**src/rtl/spi_frame_ctrl.sv**
```systemverilog
// spi_frame_ctrl: command sequencer between the SPI byte receiver and the
// BNN inference core. Decodes host commands, streams image payload bytes
// into the image buffer, starts inference, latches the class result and
// keeps a registered status byte ready as the SPI transmit preload.
//
// Ports:
//   clk, rst_n           system clock, async active-low reset
//   rx_data, rx_valid    received byte and its one-cycle valid pulse
//   img_we/addr/wdata    image buffer write port
//   infer_start          one-cycle pulse to begin inference
//   infer_done/result    completion pulse and class index from the core
//   tx_data              {busy, result_valid, err, img_loaded, result[3:0]}
//   busy                 high while loading or inferring
//   err                  sticky error flag, cleared by CLR_ERR
module spi_frame_ctrl #(
  parameter int unsigned IMG_BYTES      = 113,
  parameter int unsigned ADDR_W         = 7,
  parameter int unsigned TIMEOUT_CYCLES = 1000000
) (
  input  logic              clk,
  input  logic              rst_n,
  input  logic [7:0]        rx_data,
  input  logic              rx_valid,
  output logic              img_we,
  output logic [ADDR_W-1:0] img_addr,
  output logic [7:0]        img_wdata,
  output logic              infer_start,
  input  logic              infer_done,
  input  logic [3:0]        infer_result,
  output logic [7:0]        tx_data,
  output logic              busy,
  output logic              err
);

  localparam int unsigned TOUT_W = (TIMEOUT_CYCLES > 1) ? $clog2(TIMEOUT_CYCLES) : 1;

  localparam logic [7:0] CMD_NOP   = 8'h00;
  localparam logic [7:0] CMD_LOAD  = 8'hA1;
  localparam logic [7:0] CMD_START = 8'hA2;
  localparam logic [7:0] CMD_CLR   = 8'hA3;

  localparam logic [ADDR_W-1:0] LAST_ADDR = ADDR_W'(IMG_BYTES - 1);
  localparam logic [TOUT_W-1:0] TOUT_LAST = TOUT_W'(TIMEOUT_CYCLES - 1);

  typedef enum logic [1:0] {
    S_IDLE = 2'd0,
    S_LOAD = 2'd1,
    S_BUSY = 2'd2
  } state_e;

  state_e              state_q, state_d;
  logic                err_q, err_d;
  logic [3:0]          result_q, result_d;
  logic                rv_q, rv_d;
  logic                loaded_q, loaded_d;
  logic [ADDR_W-1:0]   cnt_q, cnt_d;
  logic [TOUT_W-1:0]   tout_q, tout_d;
  logic                we_q, we_d;
  logic [ADDR_W-1:0]   waddr_q, waddr_d;
  logic [7:0]          wdata_q, wdata_d;
  logic                start_q, start_d;
  logic                busy_q, busy_d;
  logic [7:0]          tx_q, tx_d;

  // State and output registers
  always_ff @(posedge clk or negedge rst_n) begin
    if (!rst_n) begin
      state_q  <= S_IDLE;
      err_q    <= 1'b0;
      result_q <= 4'h0;
      rv_q     <= 1'b0;
      loaded_q <= 1'b0;
      cnt_q    <= '0;
      tout_q   <= '0;
      we_q     <= 1'b0;
      waddr_q  <= '0;
      wdata_q  <= 8'h00;
      start_q  <= 1'b0;
      busy_q   <= 1'b0;
      tx_q     <= 8'h00;
    end else begin
      state_q  <= state_d;
      err_q    <= err_d;
      result_q <= result_d;
      rv_q     <= rv_d;
      loaded_q <= loaded_d;
      cnt_q    <= cnt_d;
      tout_q   <= tout_d;
      we_q     <= we_d;
      waddr_q  <= waddr_d;
      wdata_q  <= wdata_d;
      start_q  <= start_d;
      busy_q   <= busy_d;
      tx_q     <= tx_d;
    end
  end

  // Next-state and output decode
  always_comb begin
    state_d  = state_q;
    err_d    = err_q;
    result_d = result_q;
    rv_d     = rv_q;
    loaded_d = loaded_q;
    cnt_d    = cnt_q;
    tout_d   = tout_q;
    we_d     = 1'b0;
    waddr_d  = waddr_q;
    wdata_d  = wdata_q;
    start_d  = 1'b0;

    unique case (state_q)
      S_IDLE: begin
        if (rx_valid) begin
          unique case (rx_data)
            CMD_NOP: ;
            CMD_LOAD: begin
              cnt_d    = '0;
              tout_d   = '0;
              loaded_d = 1'b0;
              rv_d     = 1'b0;
              state_d  = S_LOAD;
            end
            CMD_START: begin
              if (loaded_q) begin
                // Inference consumes the image; a new LOAD is needed per run
                start_d  = 1'b1;
                loaded_d = 1'b0;
                state_d  = S_BUSY;
              end else begin
                err_d = 1'b1;
              end
            end
            CMD_CLR: err_d = 1'b0;
            default: err_d = 1'b1;
          endcase
        end
      end

      S_LOAD: begin
        // An arriving byte takes priority over the timeout terminal count
        if (rx_valid) begin
          we_d    = 1'b1;
          waddr_d = cnt_q;
          wdata_d = rx_data;
          cnt_d   = cnt_q + ADDR_W'(1);
          tout_d  = '0;
          if (cnt_q == LAST_ADDR) begin
            loaded_d = 1'b1;
            state_d  = S_IDLE;
          end
        end else if (tout_q == TOUT_LAST) begin
          err_d    = 1'b1;
          loaded_d = 1'b0;
          state_d  = S_IDLE;
        end else begin
          tout_d = tout_q + TOUT_W'(1);
        end
      end

      S_BUSY: begin
        if (infer_done) begin
          result_d = infer_result;
          rv_d     = 1'b1;
          state_d  = S_IDLE;
        end
        if (rx_valid && (rx_data != CMD_NOP)) begin
          err_d = 1'b1;
        end
      end

      default: state_d = S_IDLE;
    endcase

    busy_d = (state_d == S_LOAD) || (state_d == S_BUSY);
    tx_d   = {busy_d, rv_d, err_d, loaded_d, result_d};
  end

  assign img_we      = we_q;
  assign img_addr    = waddr_q;
  assign img_wdata   = wdata_q;
  assign infer_start = start_q;
  assign busy        = busy_q;
  assign err         = err_q;
  assign tx_data     = tx_q;

endmodule

```
**config.mk**
```make
export PLATFORM = sky130hd
export DESIGN_NAME = spi_frame_ctrl
export DESIGN_NICKNAME = d
export VERILOG_FILES = /design/src/rtl/spi_frame_ctrl.sv
export SDC_FILE = /design/constraint.sdc
export NUM_CORES = 1
export LEC_CHECK = 0
export CAP_MARGIN = 25
export CORE_ASPECT_RATIO = 0.7
export CORE_UTILIZATION = 45
export CTS_BUF_LIST = sky130_fd_sc_hd__clkbuf_4 sky130_fd_sc_hd__clkbuf_8
export DETAILED_ROUTE_END_ITERATION = 7
export PLACE_DENSITY = 0.71
export SKIP_CTS_REPAIR_TIMING = 1
export SYNTH_ARGS = -nofsm -noshare
export SYNTH_HDL_FRONTEND = slang
export SYNTH_SLANG_ARGS = --single-unit
```
**constraint.sdc**
```tcl
create_clock -name clk -period 6 [get_ports clk]
set_input_delay 1.2 -clock clk [delete_from_list [all_inputs] [get_ports clk]]
set_output_delay 1.2 -clock clk [all_outputs]
set_load 0.01 [all_outputs]
```
# [Yosys cells after proc, flatten, opt, wreduce, memory -nomap -nowiden]
# Cells that the tools add are included.
[classes] n_addsub=2 multipliers=0 n_div=0 n_lt_le_gt_ge=0 n_eq_ne=13 n_shift=0 muxes=42 bitwise=0 n_reduce_logical=11
[ops] op="20-bit 2-to-1 mux" count=4
[ops] op="20-bit case mux with 2 select lines" count=1
[ops] op="8-bit == test, second input constant" count=3
[ops] op="7-bit 2-to-1 mux" count=3
[ops] op="20-bit by 1-bit adder with 20-bit output, second input constant" count=1
[ops] op="20-bit == test, second input constant" count=1
[ops] op="1-bit 2-to-1 mux" count=19
[ops] op="7-bit case mux with 2 select lines" count=1
[ops] op="2-bit 2-to-1 mux" count=6
[ops] op="8-bit zero test" count=1
[ops] op="4-bit 2-to-1 mux" count=2
[ops] op="4-bit AND reduction" count=2
[ops] op="8-bit nonzero test" count=1
[ops] op="7-bit by 1-bit adder with 7-bit output, second input constant" count=1
[ops] op="7-bit == test, second input constant" count=1
[ops] op="1-bit case mux with 3 select lines" count=2
[ops] op="2-bit case mux with 3 select lines" count=1
[ops] op="2-bit by 1-bit == test with 1-bit output, second input constant" count=2
[ops] op="2-bit == test, second input constant" count=2
[ops] op="2-bit inequality test, second input constant" count=2
[ops] op="1-bit case mux with 2 select lines" count=2
[ops] op="2-bit case mux with 2 select lines" count=1
[ops] op="2-bit OR reduction" count=2
[ops] op="3-bit inequality test, second input constant" count=1
[ops] op="6 further kinds" count=6
[word_totals] reg_bits=62 latch_bits=0 ram_bits=0 romBits=0 out_inout_bits=27 wordCells=81 memories=0

# [Longest topological paths before layout]
# Gate-level depths: netlist of run 1.
[depth] depth_word=6 mapped_depth=9 depth_no_buf=6

# [Worst setup path after synthesis of run 1]
# OpenSTA, ideal clock, no wires.
[synth_path] path_kind="input to register" start="in rx_valid" end="reg tout_q[0]" arrival_time_ps=2791 required_ps=5873 slack_ps=3082 path_stages=7 path_buffers=2 path_cell_list="buf_6 or4_1 nor4_2 a211o_2 buf_6 nand2_1 mux2_1"
[synth_between] elab_chain_len=2 elab_cells_between_ends=5 classes_between="2 x eq/ne; 2 x mux; 1 x reduce/logical"
[synth_lines] item="from (decl)" line="23" source="input logic rx_valid,"
[synth_lines] item="3-bit inequality test (no source line) (tied with other cells)"
[synth_lines] item="4-bit AND reduction (no source line) / 20-bit case mux with 2 select lines (equally long branches)"
[synth_lines] item="to (signal assigned)" line="88" source="tout_q <= tout_d;"
[synth_lines] item="to (decl)" line="57" source="logic [TOUT_W-1:0] tout_q, tout_d;"
# Several ways; a longest one is shown, not always the timed one.
# A chain may end at the register's enable or synchronous reset.

# [Final worst setup path of run 1]
# Ends and elaborated chain as after synthesis.

==> run metrics, run 1 <==
vias in the first global route=2,165; worst reg2reg setup slack=3600 ps; arrival time worst endpoint=3630 ps; clock latency on the worst-skew pair=310 ps; CTS sink count=54; die extent in x=97.5 microns; Avg Synthesized Cell Area=9.43 sq um; footprint of the flip-flops and latches=1350 sq um; pin count of the biggest net entering global routing=55; num rows=23; Final min period=3420 ps; multiplexer fraction of the synthesized cell area=7.18%; RSZ-0062 raised after global routing=false; maximum root-to-sink buffer count=2; I/O pin count=43; class of the tightest hold or removal check=flop to flop; area share of the largest cell type after synthesis=47.0%; initial standard-cell utilization of the core=48.5%; IR Drop Worst-Case VDD=0.152 mV; highest clock frequency the design can meet=292 MHz; final layout net count=358; combined buffer and inverter count along the critical path=1; CP Launch Point=rx_valid; DRC errors left=0; setup skew after layout=4.62 ps; die area=6720 sq um; share of synthesized flip-flops with an asynchronous set or reset=100%; number of antenna repair diodes=0; proportion of layout cells with a drive suffix above 1=8.53%; R2R depth=5; combinational family with the most area after synthesis=simple AND/OR/NAND/NOR gates; area of the mapped netlist=2880 sq um; number of enable-type register cells in the synthesized netlist=0; ratio of total power to cell area=239 nW/um^2; number of antenna violations at the first check in global routing=0; count of port buffers added during placement=42; number of instances in the synthesized netlist=305; cell type with the highest aggregate area in the netlist=dfrtp_1; Clk pin slew, worst setup/hold paths=100 ps; post-DP HPWL=4500 microns; relative area change from synthesis to final layout=17.9%; adder-cell share of the synthesized area=1.31%; run status=finished clean; post-route antenna net violation count=0; Yosys warning count=0; detailed router's first-iteration violation count=135; accumulated negative setup slack=0 ps; Total Power=0.000809 W; number of max-cap violations=0; post-detailed-routing wire length=6390 microns; Worst Hold Path EP=img_wdata[2]$_DFFE_PN0P_; ranking of synthesized cells by area=dfrtp_1 (47%), nand2_1 (10%), mux2i_1 (5.2%); post-route fraction of the period consumed by the critical path=57.1%; vias after detailed routing=2,336; cell family contributing the most delay on the critical path=simple AND/OR/NAND/NOR gates; global route total overflow=0; critical path's largest stage delay=600 ps; final number of setup-violating endpoints=0; Max-slew headroom=45.9%; Critical R2R Capture=tout_q[0]$_DFFE_PN0P_; static leakage=1.46 nW; simple logic cell fraction of the synthesized area=27.1%; GRT Total Usage=20.7%; Pins Over Slew Limit=0; total of flip-flops plus latches after synthesis=54; transition time of the tightest slew-check pin=806 ps; total nets after synthesis=324; global-route wire length before repair=10,800 microns; worst hold path startpoint=img_wdata[2]$_DFFE_PN0P_; Crit Path Max Fanout=20; post-synthesis compound-gate area fraction=11.0%; RePlAce Congestion=0.824; routed len/inst=15.4 microns; type of origin of the critical path=primary input; share of the yosys chip area belonging to registers=47.0%; core region area=5930 sq um; synthesized-area fraction occupied by xor and xnor cells=1.52%; required time at the worst-slack endpoint=6200 ps; element type at the critical path end=flop; final hold viol count=0; area occupied by multi-input gates=1380 sq um; worst-path cell chain=clkdlybuf4s50_1 > or4_1 > nor4_2 > a211o_2 > nand2_1 > mux2_1; Netlist cell types=52; most frequently used flop master after synthesis=dfrtp_1; TritonCTS clock tree=built; cell type of the slowest stage on the worst timing path=or4_1; vias per cell=5.63; cell chosen for the clock root=clkbuf_8; clock buffers created by TritonCTS=5; path type of the worst setup path=primary input to flop; vertical die dimension=68.9 microns; Max H-tree Level=2; critical register-to-register path startpoint=tout_q[8]$_DFFE_PN0P_; hold depth=2; drt pass-1 iters=4; fill cell count=531
-- Yosys cell counts, types with 2 or more instances --
| cell type | instances |
|---|---|
| a2111oi_0 | 2 |
| a211oi_1 | 4 |
| a21oi_1 | 5 |
| a21oi_2 | 8 |
| and3_1 | 4 |
| and4_1 | 2 |
| buf_2 | 5 |
| buf_4 | 4 |
| buf_6 | 2 |
| clkbuf_1 | 6 |
| dfrtp_1 | 54 |
| ha_1 | 3 |
| inv_1 | 4 |
| inv_2 | 3 |
| mux2_1 | 5 |
| mux2i_1 | 15 |
| nand2_1 | 79 |
| nand2b_1 | 16 |
| nand3_1 | 12 |
| nand4_1 | 7 |
| nor2_1 | 6 |
| nor2b_1 | 2 |
| nor3_1 | 7 |
| nor3b_1 | 2 |
| nor4_1 | 3 |
| nor4_2 | 3 |
| nor4b_1 | 2 |
| o21ai_1 | 8 |
| o31ai_1 | 3 |
| or4_1 | 3 |
| xnor2_1 | 5 |
-- worst min-delay path, stage by stage (launching register included) --
cell	delay [ps]
dfrtp_1	350
nand2_1	50
nand2_1	50
-- cell families after synthesis --
family                     after synthesis
adders and majority gates                3
DFF                                     54
muxes                                   20
buffers and inverters                   25
AOI/OAI and AO/OA                       43
and+or+nand+nor                        155
xor gates and xnor gates                 5
-- per-layer routing --
layer  vias to the layer above  part of all wire [%]  wire length, microns  track usage, %
li1                       1134                     -                     -               -
met3                         9                   7.1                   451            5.24
met1                      1122                    49                  3160            30.5
met2                        71                    42                  2690            30.0
met5                         -                     0                     0               0
met4                         0                   1.3                    82            6.62
-- cells in the final DEF (no fill, tap or decap), types with 4 or more instances in the layout --
cell | synthesis | layout
a211oi_1 | 4 | 4
a21oi_1 | 5 | 5
a21oi_2 | 8 | 8
and3_1 | 4 | 4
clkbuf_8 | 0 | 6
clkdlybuf4s50_1 | 0 | 41
dfrtp_1 | 54 | 54
inv_1 | 4 | 4
mux2_1 | 5 | 5
mux2i_1 | 15 | 15
nand2_1 | 79 | 79
nand2b_1 | 16 | 16
nand3_1 | 12 | 12
nand4_1 | 7 | 7
nor2_1 | 6 | 6
nor3_1 | 7 | 7
o21ai_1 | 8 | 8
xnor2_1 | 5 | 5
-- sequential cells by signal (all words and copies together) (netlist names) --
name / cells
busy: 1
cnt_q: 7
img_addr: 7
img_wdata: 8
img_we: 1
infer_start: 1
state_q: 2
tout_q: 20
tx_data: 7
-- cell type report --
class                      count  share of cell area (%)
clock buffer                   6                    2.44
clock inverter                 2                   0.480
inverter                       7                   0.775
multi-input combinational    226                    40.8
sequential                    54                    39.9
tap                           75                    2.77
timing repair buffer          45                    12.9
-- how the worst max path moves through the flow --
stage | cells after the start | to | slack (ps)
after floorplan | 7 | tout_q[0]$_DFFE_PN0P_ | 3080
after global placement | 6 | tout_q[0]$_DFFE_PN0P_ | 2310
after detailed placement | 6 | tout_q[0]$_DFFE_PN0P_ | 2270
after CTS | 6 | tout_q[0]$_DFFE_PN0P_ | 2600
after global routing | 6 | tout_q[0]$_DFFE_PN0P_ | 2450
final | 6 | tout_q[0]$_DFFE_PN0P_ | 2580
-- report_power, final --
part,internal [W],switching [W]
logic,0.0000788,0.0000735
clock network,0.0000953,0.000126
registers,0.000400,0.0000353
total,0.000575,0.000235
-- per-stage QoR --
| stage | worst slack, ps | instances | hold slack (ps) | util [%] | instance area, sq um |
|---|---|---|---|---|---|
| 2_1_floorplan | 3080 | 305 | 448 | - | 2880 |
| 3_3_place_gp | 2310 | 407 | 457 | 55.5 | 3290 |
| 3_5_place_dp | 2270 | 407 | 462 | 55.5 | 3290 |
| 4_1_cts | 2600 | 415 | 488 | 57.2 | 3390 |
| 5_1_grt | 2450 | 415 | 523 | 57.2 | 3390 |
| 6_report | 2580 | 415 | 481 | 57.2 | 3390 |
(Power assumes the default switching activity.)
==> run 2: changes to the inputs <==
==> constraint.sdc (replaced) <==
create_clock -name clk -period 3.4 [get_ports clk]
set_input_delay 0.68 -clock clk [delete_from_list [all_inputs] [get_ports clk]]
set_output_delay 0.68 -clock clk [all_outputs]
set_load 0.01 [all_outputs]
==> run metrics, run 2 (same netlist as run 1, synthesis figures left out) <==
num rows=23; cell type of the slowest stage on the worst timing path=or4_1; clock network fraction of total power=25.5%; arrival time worst endpoint=2800 ps; ratio of total power to cell area=411 nW/um^2; clock buffers created by TritonCTS=5; post-route antenna net violation count=0; Final min period=2600 ps; Most flops, register=tout_q; share of total power in sequential cells=54.9%; run status=finished clean; element type at the critical path end=flop; pin count of the biggest net entering global routing=36; detailed router's first-iteration violation count=135; accumulated negative setup slack=0 ps; worst-path cell chain=clkdlybuf4s50_1 > or4_1 > nor4_2 > a211o_2 > nand2_1 > mux2_1; cell chosen for the clock root=clkbuf_8; core region area=5930 sq um; critical path's largest stage delay=550 ps; routed len/inst=14.9 microns; initial standard-cell utilization of the core=48.5%; post-DP HPWL=4560 microns; proportion of layout cells with a drive suffix above 1=9.33%; number of max-cap violations=0; IR Drop Worst-Case VDD=0.212 mV; utilization after layout=57.5%; final hold viol count=0; count of port buffers added during placement=42; global route total overflow=0; type of origin of the critical path=primary input; number of antenna violations at the first check in global routing=0; class of the tightest hold or removal check=primary input to async pin; internal power contribution=0.000999 W; Clk pin slew, worst setup/hold paths=100 ps; number of flip-flops under the largest register name=20; required time at the worst-slack endpoint=3600 ps; cell family contributing the most delay on the critical path=simple AND/OR/NAND/NOR gates; top library cells by usage in the layout, fill and taps aside=nand2_1 (79), dfrtp_1 (54), clkdlybuf4s50_1 (41); die extent in x=97.5 microns; DRC errors left=0; highest clock frequency the design can meet=384 MHz; GRT Total Usage=20.4%; vias in the first global route=2,147; combinational group share of total power=19.6%; switching pwr=0.000400 W; most common cell after layout, fill and taps aside=nand2_1; Crit Path Max Fanout=15; TritonCTS clock tree=built; switching share of power=28.6%; clock latency on the worst-skew pair=310 ps; vertical die dimension=68.9 microns; number of antenna repair diodes=0; combined buffer and inverter count along the critical path=1; RePlAce Congestion=0.825; path type of the worst setup path=primary input to flop; die area=6720 sq um; global-route wire length before repair=10,700 microns; Max H-tree Level=2; final number of setup-violating endpoints=0; maximum root-to-sink buffer count=2; Pins Over Slew Limit=0; vias per cell=5.53; CTS sink count=54; static leakage=1.47 nW; I/O pin count=43; vias after detailed routing=2,310; transition time of the tightest slew-check pin=610 ps; Max-slew headroom=59.0%; RSZ-0062 raised after global routing=false; setup skew after layout=6.78 ps; post-route fraction of the period consumed by the critical path=76.6%; final layout net count=362; post-detailed-routing wire length=6220 microns; drt pass-1 iters=4; relative area change from synthesis to final layout=18.5%
-- run 2: layout make-up --
type,instances,area (sq um)
clock inverters,1,7.51
flip-flops and latches,54,1350
multi-input cells,226,1380
inverters,7,26.3
clock buffers,6,76.3
repair buffers,49,468
well taps,75,93.8
fillers,538,2520
-- run 2: final timing paths --
check | from | endpoint | slack, ps | cells past startpoint
min reg2reg | img_wdata[1]$_DFFE_PN0P_ | img_wdata[1]$_DFFE_PN0P_ | 480 | 2
max | rx_valid | tout_q[0]$_DFFE_PN0P_ | 800 | 6
min in group clk | img_wdata[1]$_DFFE_PN0P_ | img_wdata[1]$_DFFE_PN0P_ | 480 | 2
max in group asynchronous | rst_n | infer_start$_DFF_PN0_ | 2290 | 2
max reg2reg | tout_q[0]$_DFFE_PN0P_ | tout_q[19]$_DFFE_PN0P_ | 990 | 6
min | rst_n | img_addr[5]$_DFFE_PN0P_ | 300 | 1
-- run 2: power groups by stage --
stage / clock network, W / registers, W / logic [W]
5_1_grt: 0.000388 / 0.000779 / 0.000305
4_1_cts: 0.000366 / 0.000767 / 0.000277
6_report: 0.000356 / 0.000768 / 0.000274
2_1_floorplan: 0 / 0.000786 / 0.000127
3_3_place_gp: 0 / 0.000777 / 0.000270
3_5_place_dp: 0 / 0.000780 / 0.000276
-- run 2: layer usage --
metal	global-route usage (%)	up-vias	share of wire (%)
met4	5.15	0	0.74
met5	0	-	0
met3	3.63	7	5.4
li1	-	1133	-
met2	29.0	61	41
met1	31.6	1109	53
-- run 2: through the flow --
step | power [W] | hold slack (ps) | instances | cell area [sq um] | setup slack [ps]
2_1_floorplan | 0.000913 | 384 | 305 | 2880 | 1000
3_3_place_gp | 0.00105 | 457 | 411 | 3320 | 529
3_5_place_dp | 0.00106 | 465 | 411 | 3320 | 481
4_1_cts | 0.00141 | 321 | 418 | 3410 | 811
5_1_grt | 0.00147 | 332 | 418 | 3410 | 653
6_report | 0.00140 | 299 | 418 | 3410 | 797
==> run 3: changes to the inputs <==
==> constraint.sdc (replaced) <==
create_clock -name clk -period 2.5 [get_ports clk]
set_input_delay 0.5 -clock clk [delete_from_list [all_inputs] [get_ports clk]]
set_output_delay 0.5 -clock clk [all_outputs]
set_load 0.01 [all_outputs]
==> run metrics, run 3 (same netlist as run 1, synthesis figures left out) <==
run status=finished clean; path type of the worst setup path=flop to flop; Crit Path Max Fanout=7; number of antenna violations at the first check in global routing=0; required time at the worst-slack endpoint=2760 ps; highest clock frequency the design can meet=410 MHz; global-route wire length before repair=10,900 microns; hold slack=100 ps; utilization after layout=60.2%; clock latency on the worst-skew pair=330 ps; class of the tightest hold or removal check=primary input to async pin; instance area at placement=3450 sq um; vias in the first global route=2,256; drt pass-1 iters=4; global route total overflow=0; post-detailed-routing wire length=6480 microns; relative area change from synthesis to final layout=24.1%; total non-filler cell area in the finished layout=3570 sq um; IR Drop Worst-Case VDD=0.281 mV; accumulated negative setup slack=0 ps; I/O pin count=43; Most flops, register=tout_q; Final min period=2440 ps; transition time of the tightest slew-check pin=616 ps; RSZ-0062 raised after global routing=false; Max-slew headroom=57.8%; proportion of layout cells with a drive suffix above 1=13.9%; Clk pin slew, worst setup/hold paths=110 ps; type of origin of the critical path=flop; vias after detailed routing=2,408; initial standard-cell utilization of the core=48.5%; final layout net count=379; count of port buffers added during placement=42; num rows=23; core region area=5930 sq um; TritonCTS clock tree=built; fill cell count=510; final hold viol count=0; RePlAce Congestion=0.848; post-DP HPWL=4810 microns; pin count of the biggest net entering global routing=31; CTS sink count=54; number of flip-flops under the largest register name=20; routed len/inst=14.9 microns; arrival time worst endpoint=2690 ps; detailed router's first-iteration violation count=179; GRT Total Usage=21.0%; footprint of the flip-flops and latches=1350 sq um; clock buffers created by TritonCTS=5; Max H-tree Level=2; number of antenna repair diodes=0; die area=6720 sq um; maximum root-to-sink buffer count=2; area occupied by multi-input gates=1380 sq um; ratio of total power to cell area=578 nW/um^2; final number of setup-violating endpoints=0; static leakage=1.57 nW; Pins Over Slew Limit=0; post-route antenna net violation count=0; vertical die dimension=68.9 microns; die extent in x=97.5 microns; element type at the critical path end=flop; vias per cell=5.52; DRC errors left=0; cell chosen for the clock root=clkbuf_8; number of max-cap violations=0; top library cells by usage in the layout, fill and taps aside=nand2_1 (79), dfrtp_1 (54), clkdlybuf4s50_1 (41); most common cell after layout, fill and taps aside=nand2_1; setup skew after layout=11.8 ps; Total Power=0.00206 W; post-route fraction of the period consumed by the critical path=97.4%
==> run 3: cell count changes in the layout (fill, tap and decap cells not counted), sizes merged <==
cell / previous run / this run
inv: 7 / 8
clkbuf: 6 / 5
buf: 8 / 25
bufinv: 0 / 1
==> run 3: final cells by class <==
class,instances,share of cell area [%]
well taps,75,2.63
repair buffers,66,16.7
clock inverters,3,1.37
clock buffers,5,1.93
flip-flops and latches,54,37.9
inverters,7,0.737
multi-input cells,226,38.8
==> run 3: through the flow <==
| stage | setup slack (ps) | std cells |
|---|---|---|
| after global routing | 10.2 | 436 |
| final | 63.9 | 436 |
| after detailed placement | -150 | 428 |
| after CTS | 163 | 436 |
| after global placement | -122 | 428 |
| after floorplan | 282 | 305 |
==> run 3: layer usage <==
metal / GRT usage, % / vias to the layer above / share of wire [%]
met5: 0 / - / 0
met4: 6.80 / 0 / 0.65
met3: 4.84 / 8 / 6.3
met2: 31.6 / 78 / 43
met1: 30.2 / 1148 / 50
li1: - / 1174 / -
==> run 3: where the power goes <==
part | internal [W] | switching (W) | total, W
registers | 0.000961 | 0.0000830 | 0.00104
logic | 0.000205 | 0.000181 | 0.000386
clock network | 0.000306 | 0.000325 | 0.000631
==> run 3: worst paths after layout <==
kind	from	end	slack (ps)	cells after the start
min in group clk	img_addr[4]$_DFFE_PN0P_	img_addr[4]$_DFFE_PN0P_	480	2
setup / recovery	tout_q[0]$_DFFE_PN0P_	tout_q[19]$_DFFE_PN0P_	60	7
hold / removal	rst_n	img_wdata[1]$_DFFE_PN0P_	100	1
hold reg to reg	img_addr[4]$_DFFE_PN0P_	img_addr[4]$_DFFE_PN0P_	480	2
max in group asynchronous	rst_n	tout_q[17]$_DFFE_PN0P_	1780	2
setup reg to reg	tout_q[0]$_DFFE_PN0P_	tout_q[19]$_DFFE_PN0P_	60	7
==> run 3: critical path, cell delays in order, from the launching register on <==
cell and delay [ps]:
dfrtp_1 450, ha_1 250, nand3_1 220, nor4_2 90, a211o_2 350, a2111oi_0 620
buf_4 220, mux2i_1 170
